===== config.mk =====
export PLATFORM = sky130hd
export DESIGN_NAME = instr_sequencer
export DESIGN_NICKNAME = d
export VERILOG_FILES = /design/src/rtl/instr_sequencer.sv
export SDC_FILE = /design/constraint.sdc
export NUM_CORES = 1
export LEC_CHECK = 0
export ABC_AREA = 1
export BUFFER_PORTS_ARGS = -buffer_cell sky130_fd_sc_hd__buf_4
export CORE_MARGIN = 4
export CORE_UTILIZATION = 51
export CTS_BUF_LIST = sky130_fd_sc_hd__clkbuf_16
export CTS_CLUSTER_DIAMETER = 100
export DETAILED_ROUTE_END_ITERATION = 12
export PLACE_DENSITY = 0.85
export SLEW_MARGIN = 10
export SYNTH_ARGS = -nofsm -noshare
export SYNTH_HDL_FRONTEND = slang
export SYNTH_SLANG_ARGS = --single-unit

===== constraint.sdc =====
create_clock -name clk -period 2.04 [get_ports clk]
set_clock_uncertainty 0.15 [all_clocks]
set_input_delay 0.204 -clock clk [delete_from_list [all_inputs] [get_ports clk]]
set_output_delay 0.204 -clock clk [all_outputs]
set_load 0.02 [all_outputs]

===== src/rtl/instr_sequencer.sv =====
// instr_sequencer: fetch/issue sequencer for the simple datapath.
// Owns the program counter and instruction register. Fetches instruction
// words over a ready handshake and hands each one to the datapath controller
// through its start/waiting handshake. Counts retired instructions and parks
// permanently in HALT when it fetches the HALT opcode.
module instr_sequencer #(
    parameter int unsigned       ADDR_W   = 8,
    parameter logic [ADDR_W-1:0] RESET_PC = '0
) (
    input  logic              clk,
    input  logic              rst_n,
    input  logic              run,
    input  logic [15:0]       mem_rdata,
    input  logic              mem_ready,
    input  logic              exec_waiting,
    output logic [ADDR_W-1:0] mem_addr,
    output logic              mem_rd,
    output logic [15:0]       ir,
    output logic [ADDR_W-1:0] pc,
    output logic              exec_start,
    output logic              halted,
    output logic [15:0]       retired
);

    typedef enum logic [2:0] {
        IDLE  = 3'd0,
        FETCH = 3'd1,
        ISSUE = 3'd2,
        EXEC  = 3'd3,
        HALT  = 3'd4
    } state_t;

    localparam logic [2:0]  HALT_OPCODE = 3'b111;
    localparam logic [15:0] RETIRED_MAX = 16'hFFFF;

    state_t            state;
    state_t            state_next;
    logic [ADDR_W-1:0] pc_q;
    logic [15:0]       ir_q;
    logic [15:0]       retired_q;
    logic              fetch_accept;
    logic              exec_done;

    // Next-state decode plus Moore outputs taken straight from the state register.
    always_comb begin
        state_next   = state;
        fetch_accept = 1'b0;
        exec_done    = 1'b0;
        mem_rd       = 1'b0;
        exec_start   = 1'b0;
        halted       = 1'b0;

        case (state)
            IDLE: begin
                if (run) begin
                    state_next = FETCH;
                end
            end
            FETCH: begin
                mem_rd = 1'b1;
                if (mem_ready) begin
                    fetch_accept = 1'b1;
                    if (mem_rdata[15:13] == HALT_OPCODE) begin
                        state_next = HALT;
                    end else begin
                        state_next = ISSUE;
                    end
                end
            end
            ISSUE: begin
                exec_start = 1'b1;
                if (!exec_waiting) begin
                    state_next = EXEC;
                end
            end
            EXEC: begin
                if (exec_waiting) begin
                    exec_done = 1'b1;
                    if (run) begin
                        state_next = FETCH;
                    end else begin
                        state_next = IDLE;
                    end
                end
            end
            HALT: begin
                halted     = 1'b1;
                state_next = HALT;
            end
            default: begin
                state_next = IDLE;
            end
        endcase
    end

    // State register; reset forces IDLE so all handshake outputs drop at once.
    always_ff @(posedge clk or negedge rst_n) begin
        if (!rst_n) begin
            state <= IDLE;
        end else begin
            state <= state_next;
        end
    end

    // Capture the instruction and advance pc together when memory delivers a word.
    always_ff @(posedge clk or negedge rst_n) begin
        if (!rst_n) begin
            pc_q <= RESET_PC;
            ir_q <= 16'h0000;
        end else if (fetch_accept) begin
            pc_q <= pc_q + ADDR_W'(1);
            ir_q <= mem_rdata;
        end
    end

    // Count completed instructions, holding at the maximum instead of wrapping.
    always_ff @(posedge clk or negedge rst_n) begin
        if (!rst_n) begin
            retired_q <= 16'h0000;
        end else if (exec_done && (retired_q != RETIRED_MAX)) begin
            retired_q <= retired_q + 16'd1;
        end
    end

    assign pc       = pc_q;
    assign mem_addr = pc_q;
    assign ir       = ir_q;
    assign retired  = retired_q;

endmodule


# Yosys cells after proc, flatten, opt, wreduce, memory -nomap -nowiden
# Index checks and enable logic that the tools add are counted.
word_totals:
  ff_bits: 43
  input_bits: 21
  elab_cells: 33
op_classes:
  n_addsub: 2
  eq_ne: 10
  reduce_logical: 3
  muxes: 14
op_table:
  columns: ["op", "n"]
  rows:
  - ["adder 16 x 1 -> 16 bit, second input constant", 1]
  - ["!= test 16 bit, second input constant", 1]
  - ["2-to-1 mux 3 bit", 5]
  - ["case mux 3 bit (5 select lines)", 1]
  - ["adder 8 x 1 -> 8 bit, second input constant", 1]
  - ["2-to-1 mux 1 bit", 8]
  - ["!= test 2 bit, second input constant", 4]
  - ["== test 3 x 2 -> 1 bit, second input constant", 2]
  - ["== test 3 bit, second input constant", 2]
  - ["AND reduction 4 bit", 1]
  - ["== test 3 x 1 -> 1 bit, second input constant", 1]
  - ["zero test 3 bit", 1]
  - ["logical AND 1 bit", 1]

# Logic depth before layout (Yosys ltp)
logic_depth:
  ltp_word: 4
  mapped_depth: 9

# Worst setup path before layout
# Ideal clock, no wire load.
synth_path:
  path_kind: "register to register"
  startpoint: "register retired_q[0] (netlist: retired[0])"
  endpoint: "register retired_q[9] (netlist: retired[9])"
  stages_incl_launch_ff: 10
  arrival_time_ps: 1451
  required_time_ps: 1773
  path_buffers: 1
  setup_time_ps: 117
  path_slack_ps: 323
  cell_sequence: "dfrtp_1 -> ha_1 -> inv_1 -> nor2_2 -> nand2_1 -> nor2_2 -> nor2_2 -> buf_6 -> nand2_1 -> nand2_1"
synth_between:
  elab_chain_len: 2
  elab_cells_between_ends: 3
  cone_classes: "add/sub (1); eq/ne (1); reduce/logical (1)"
synth_rtl:
  columns: ["element", "line", "text"]
  rows:
  - ["start: declaration", "40", "logic [15:0] retired_q;"]
  - ["start signal: assignment", "121", "retired_q <= retired_q + 16'd1;"]
  - ["parallel branches: the longest is 2 deep, another holds adder 16 x 1 -> 16 bit", null, null]
# Several ways; the timed one is not identified.
# A chain may end at the register's enable or synchronous reset.

# Final worst setup path
layout_path:
  startpoint: "register retired_q[0] (netlist: retired[0])"
  endpoint: "register retired_q[1] (netlist: retired[1])"
# Same word-level chain as after synthesis.

==> metrics.md <==
| Metric | Value |
|---|---|
| Post-DP HPWL | `approximately 4200 um` |
| CP max FO | `9` |
| Cells after synthesis | `between 300 and 400` |
| Die Ht | `75.9 um` |
| Gr ovfl total | `0` |
| Root buf cell | `clkbuf_16` |
| Post_cts resized | `0` |
| Max-cap check violation count | `0` |
| R2R Setup Slk | `0.22 ns` |
| Final worst slack | `0.221 ns` |
| Critical Path AT | `about 1.9 ns` |
| Final ANT Viol Nets | `0` |
| Vias in the first global route | `around 2,300` |
| I/O pin total | `a little over 70` |
| Total power | `roughly 4.2 mW` |
| CTS tree | `built` |
| Finished Cell Area | `roughly 3200 sq um` |
| Yosys top cell area share | `0.457` |
| Syn Nets | `~340` |
| Top FF cell, synth | `dfrtp_1` |
| Die area | `about 5800 sq um` |
| Slew Viols, Final | `0` |
| Share of cells above drive strength 1 | `0.234` |
| Unique cell type count in the Yosys netlist | `26` |
| Drt total wl | `6040 um` |
| RSZ-0062 raised after global routing | `false` |
| CTS sink cnt | `43` |
| Sequential fraction of the synthesis area | `0.457` |
| First-pass DRT Iterations | `4` |
| Synth Warn # | `0` |
| Clock Tree Buf Depth | `2` |
| CTS Buf Count | `5` |
| Antenna violations before repair | `0` |
| Wire length per cell | `approximately 13 um` |
| Total GRT Usage | `0.227` |
| 1st-iter DRT viols | `roughly 150` |
| Worst slew pin tran | `around 0.54 ns` |
| CP Launch Type | `register` |
| Setup TNS | `0 ns` |
| Routability congestion estimate | `approximately 0.89` |
| Via Count | `2,300` |
| Syn avg cell area | `between 7 and 8 sq um` |
| DRC | `0` |
| Max frequency | `~550 MHz` |
| Fin crit period | `1.82 ns` |
| Row cnt | `24` |
| Worst hold path type | `in2reg` |
| Largest area contributor in the netlist | `dfrtp_1` |
| Vias/cell | `5.01` |
| #FFs+latches synth | `between 40 and 50` |
| Clk_lat worst skew | `roughly 0.29 ns` |
| Placement Cell Area | `between 2000 and 3000 sq um` |
| Die X | `roughly 76 um` |
| Core ar. | `4410 sq um` |
| Synthesized cell area | `~2400 sq um` |
| Hold Vio Cnt, Final | `0` |
| Final worst-path cycle share | `0.892` |
| Max VDD drop | `about 0.00082 V` |
| Async SR Flop Fraction | `1.00` |
| Pwr/cell area | `1300 nW/um^2` |
| CP Data Required Time | `2.12 ns` |
| Number of fill cells | `approximately 340` |
| Final setup viols | `0` |
| EDFF count, synth | `0` |
| Outcome | `finished clean` |
| Top post-synthesis cells by area | `dfrtp_1, nand2_1, inv_1` |
| Layout Nets | `428` |
| CTS clock-pin slew for the worst setup and hold paths | `~0.06 ns` |
| Slew margin rel. | `0.640` |
| Static Leak | `1.71 nW` |
| CP endpoint kind | `register` |
| H-Tree Depth | `2` |
| Pre-CTS setup slack | `between 0.2 and 0.3 ns` |
| Critical path class | `reg2reg` |
| Initial Util | `0.533` |
| Area Growth Syn to Fin | `36.5%` |
| Largest net degree at the start of global routing | `44` |
| First-pass GRT wire length | `between 10,000 and 15,000 um` |
| PortBufs | `71` |
==> synthesized netlist by cell type (all sizes together) (3+ instances only) <==
library cell and number:
xor2 6, o21ai 8, nand4 7, buf 12, nand2 148, xnor2 4, dfrtp 43, nand3 17
nor2 31, a21oi 3, nor3 3, inv 32
==> sequential cells by signal (all words and copies together) (netlist names) <==
register / cells
state: 3
ir: 16
mem_addr: 8
retired: 16
==> timing repair <==
action                                 in CTS  in global routing
hold buffers                               16                  0
endpoints found under the hold margin      58                  0
buffers inserted                            0                  0
==> worst max-delay path, cell delays in order, from the launching register on <==
cell and delay, ns:
dfrtp_1 0.44, ha_1 0.28, inv_1 0.08, nor2_2 0.05, nand2_1 0.07, nor2_2 0.04, nor2_2 0.29, buf_4 0.23
nand2_1 0.06, nand2_1 0.06
==> layer usage <==
| metal | vias to the layer above | routed length [um] | GRT usage |
|---|---|---|---|
| met3 | 18 | 286 | 0.0545 |
| met1 | 1059 | 2520 | 0.280 |
| met2 | 62 | 3050 | 0.372 |
| li1 | 1161 | - | - |
| met5 | - | 0 | 0 |
| met4 | 0 | 187 | 0.109 |
==> worst paths after layout <==
kind                                from     endpoint  depth (start not counted)
min in group asynchronous          rst_n       ir[12]                          2
setup / recovery              retired[0]   retired[1]                          9
hold / removal             mem_rdata[13]       ir[13]                          3
hold reg to reg                    ir[3]        ir[3]                          2
setup reg to reg              retired[0]   retired[1]                          9
max in group asynchronous          rst_n  retired[13]                          2
==> cell families after synthesis <==
family,Yosys count,share of synthesized area
xor+xnor,10,0.0372
flops,43,0.457
buf+inv,44,0.0925
compound gates,12,0.0298
fa+ha+maj,2,0.0106
simple gates,209,0.372
==> final cells by class <==
cell class	count	area (sq um)	area share
inverters	32	120	0.0374
clock inverters	3	47.5	0.0148
multi-input cells	233	1060	0.330
clock buffers	5	125	0.0390
diodes	1	2.50	0.000779
well taps	52	65.1	0.0203
flip-flops and latches	43	1080	0.335
repair buffers	90	716	0.223
==> power breakdown <==
group          switching (mW)  internal [mW]
combinational            1.07          0.726
sequential              0.295           1.14
clock                   0.355          0.584
total                    1.72           2.45
==> cells in the final DEF, fill, tap and decap left out, types with 6 or more instances in the layout <==
cell type,instances
dlygate4sd3_1,16
nand3_1,16
dfrtp_1,43
nand2_1,146
buf_4,74
inv_1,31
xor2_1,6
nor2_1,26
nand4_1,6
==> stage by stage <==
step,instances,utilization,hold slack [ns]
global placement,434,0.651,0.0695
CTS,458,0.727,0.0170
finish,459,0.727,0.0167
global route,458,0.727,0.0181
detailed placement,434,0.651,0.0749
floorplan,320,-,-0.242
(Power assumes the default switching activity.)
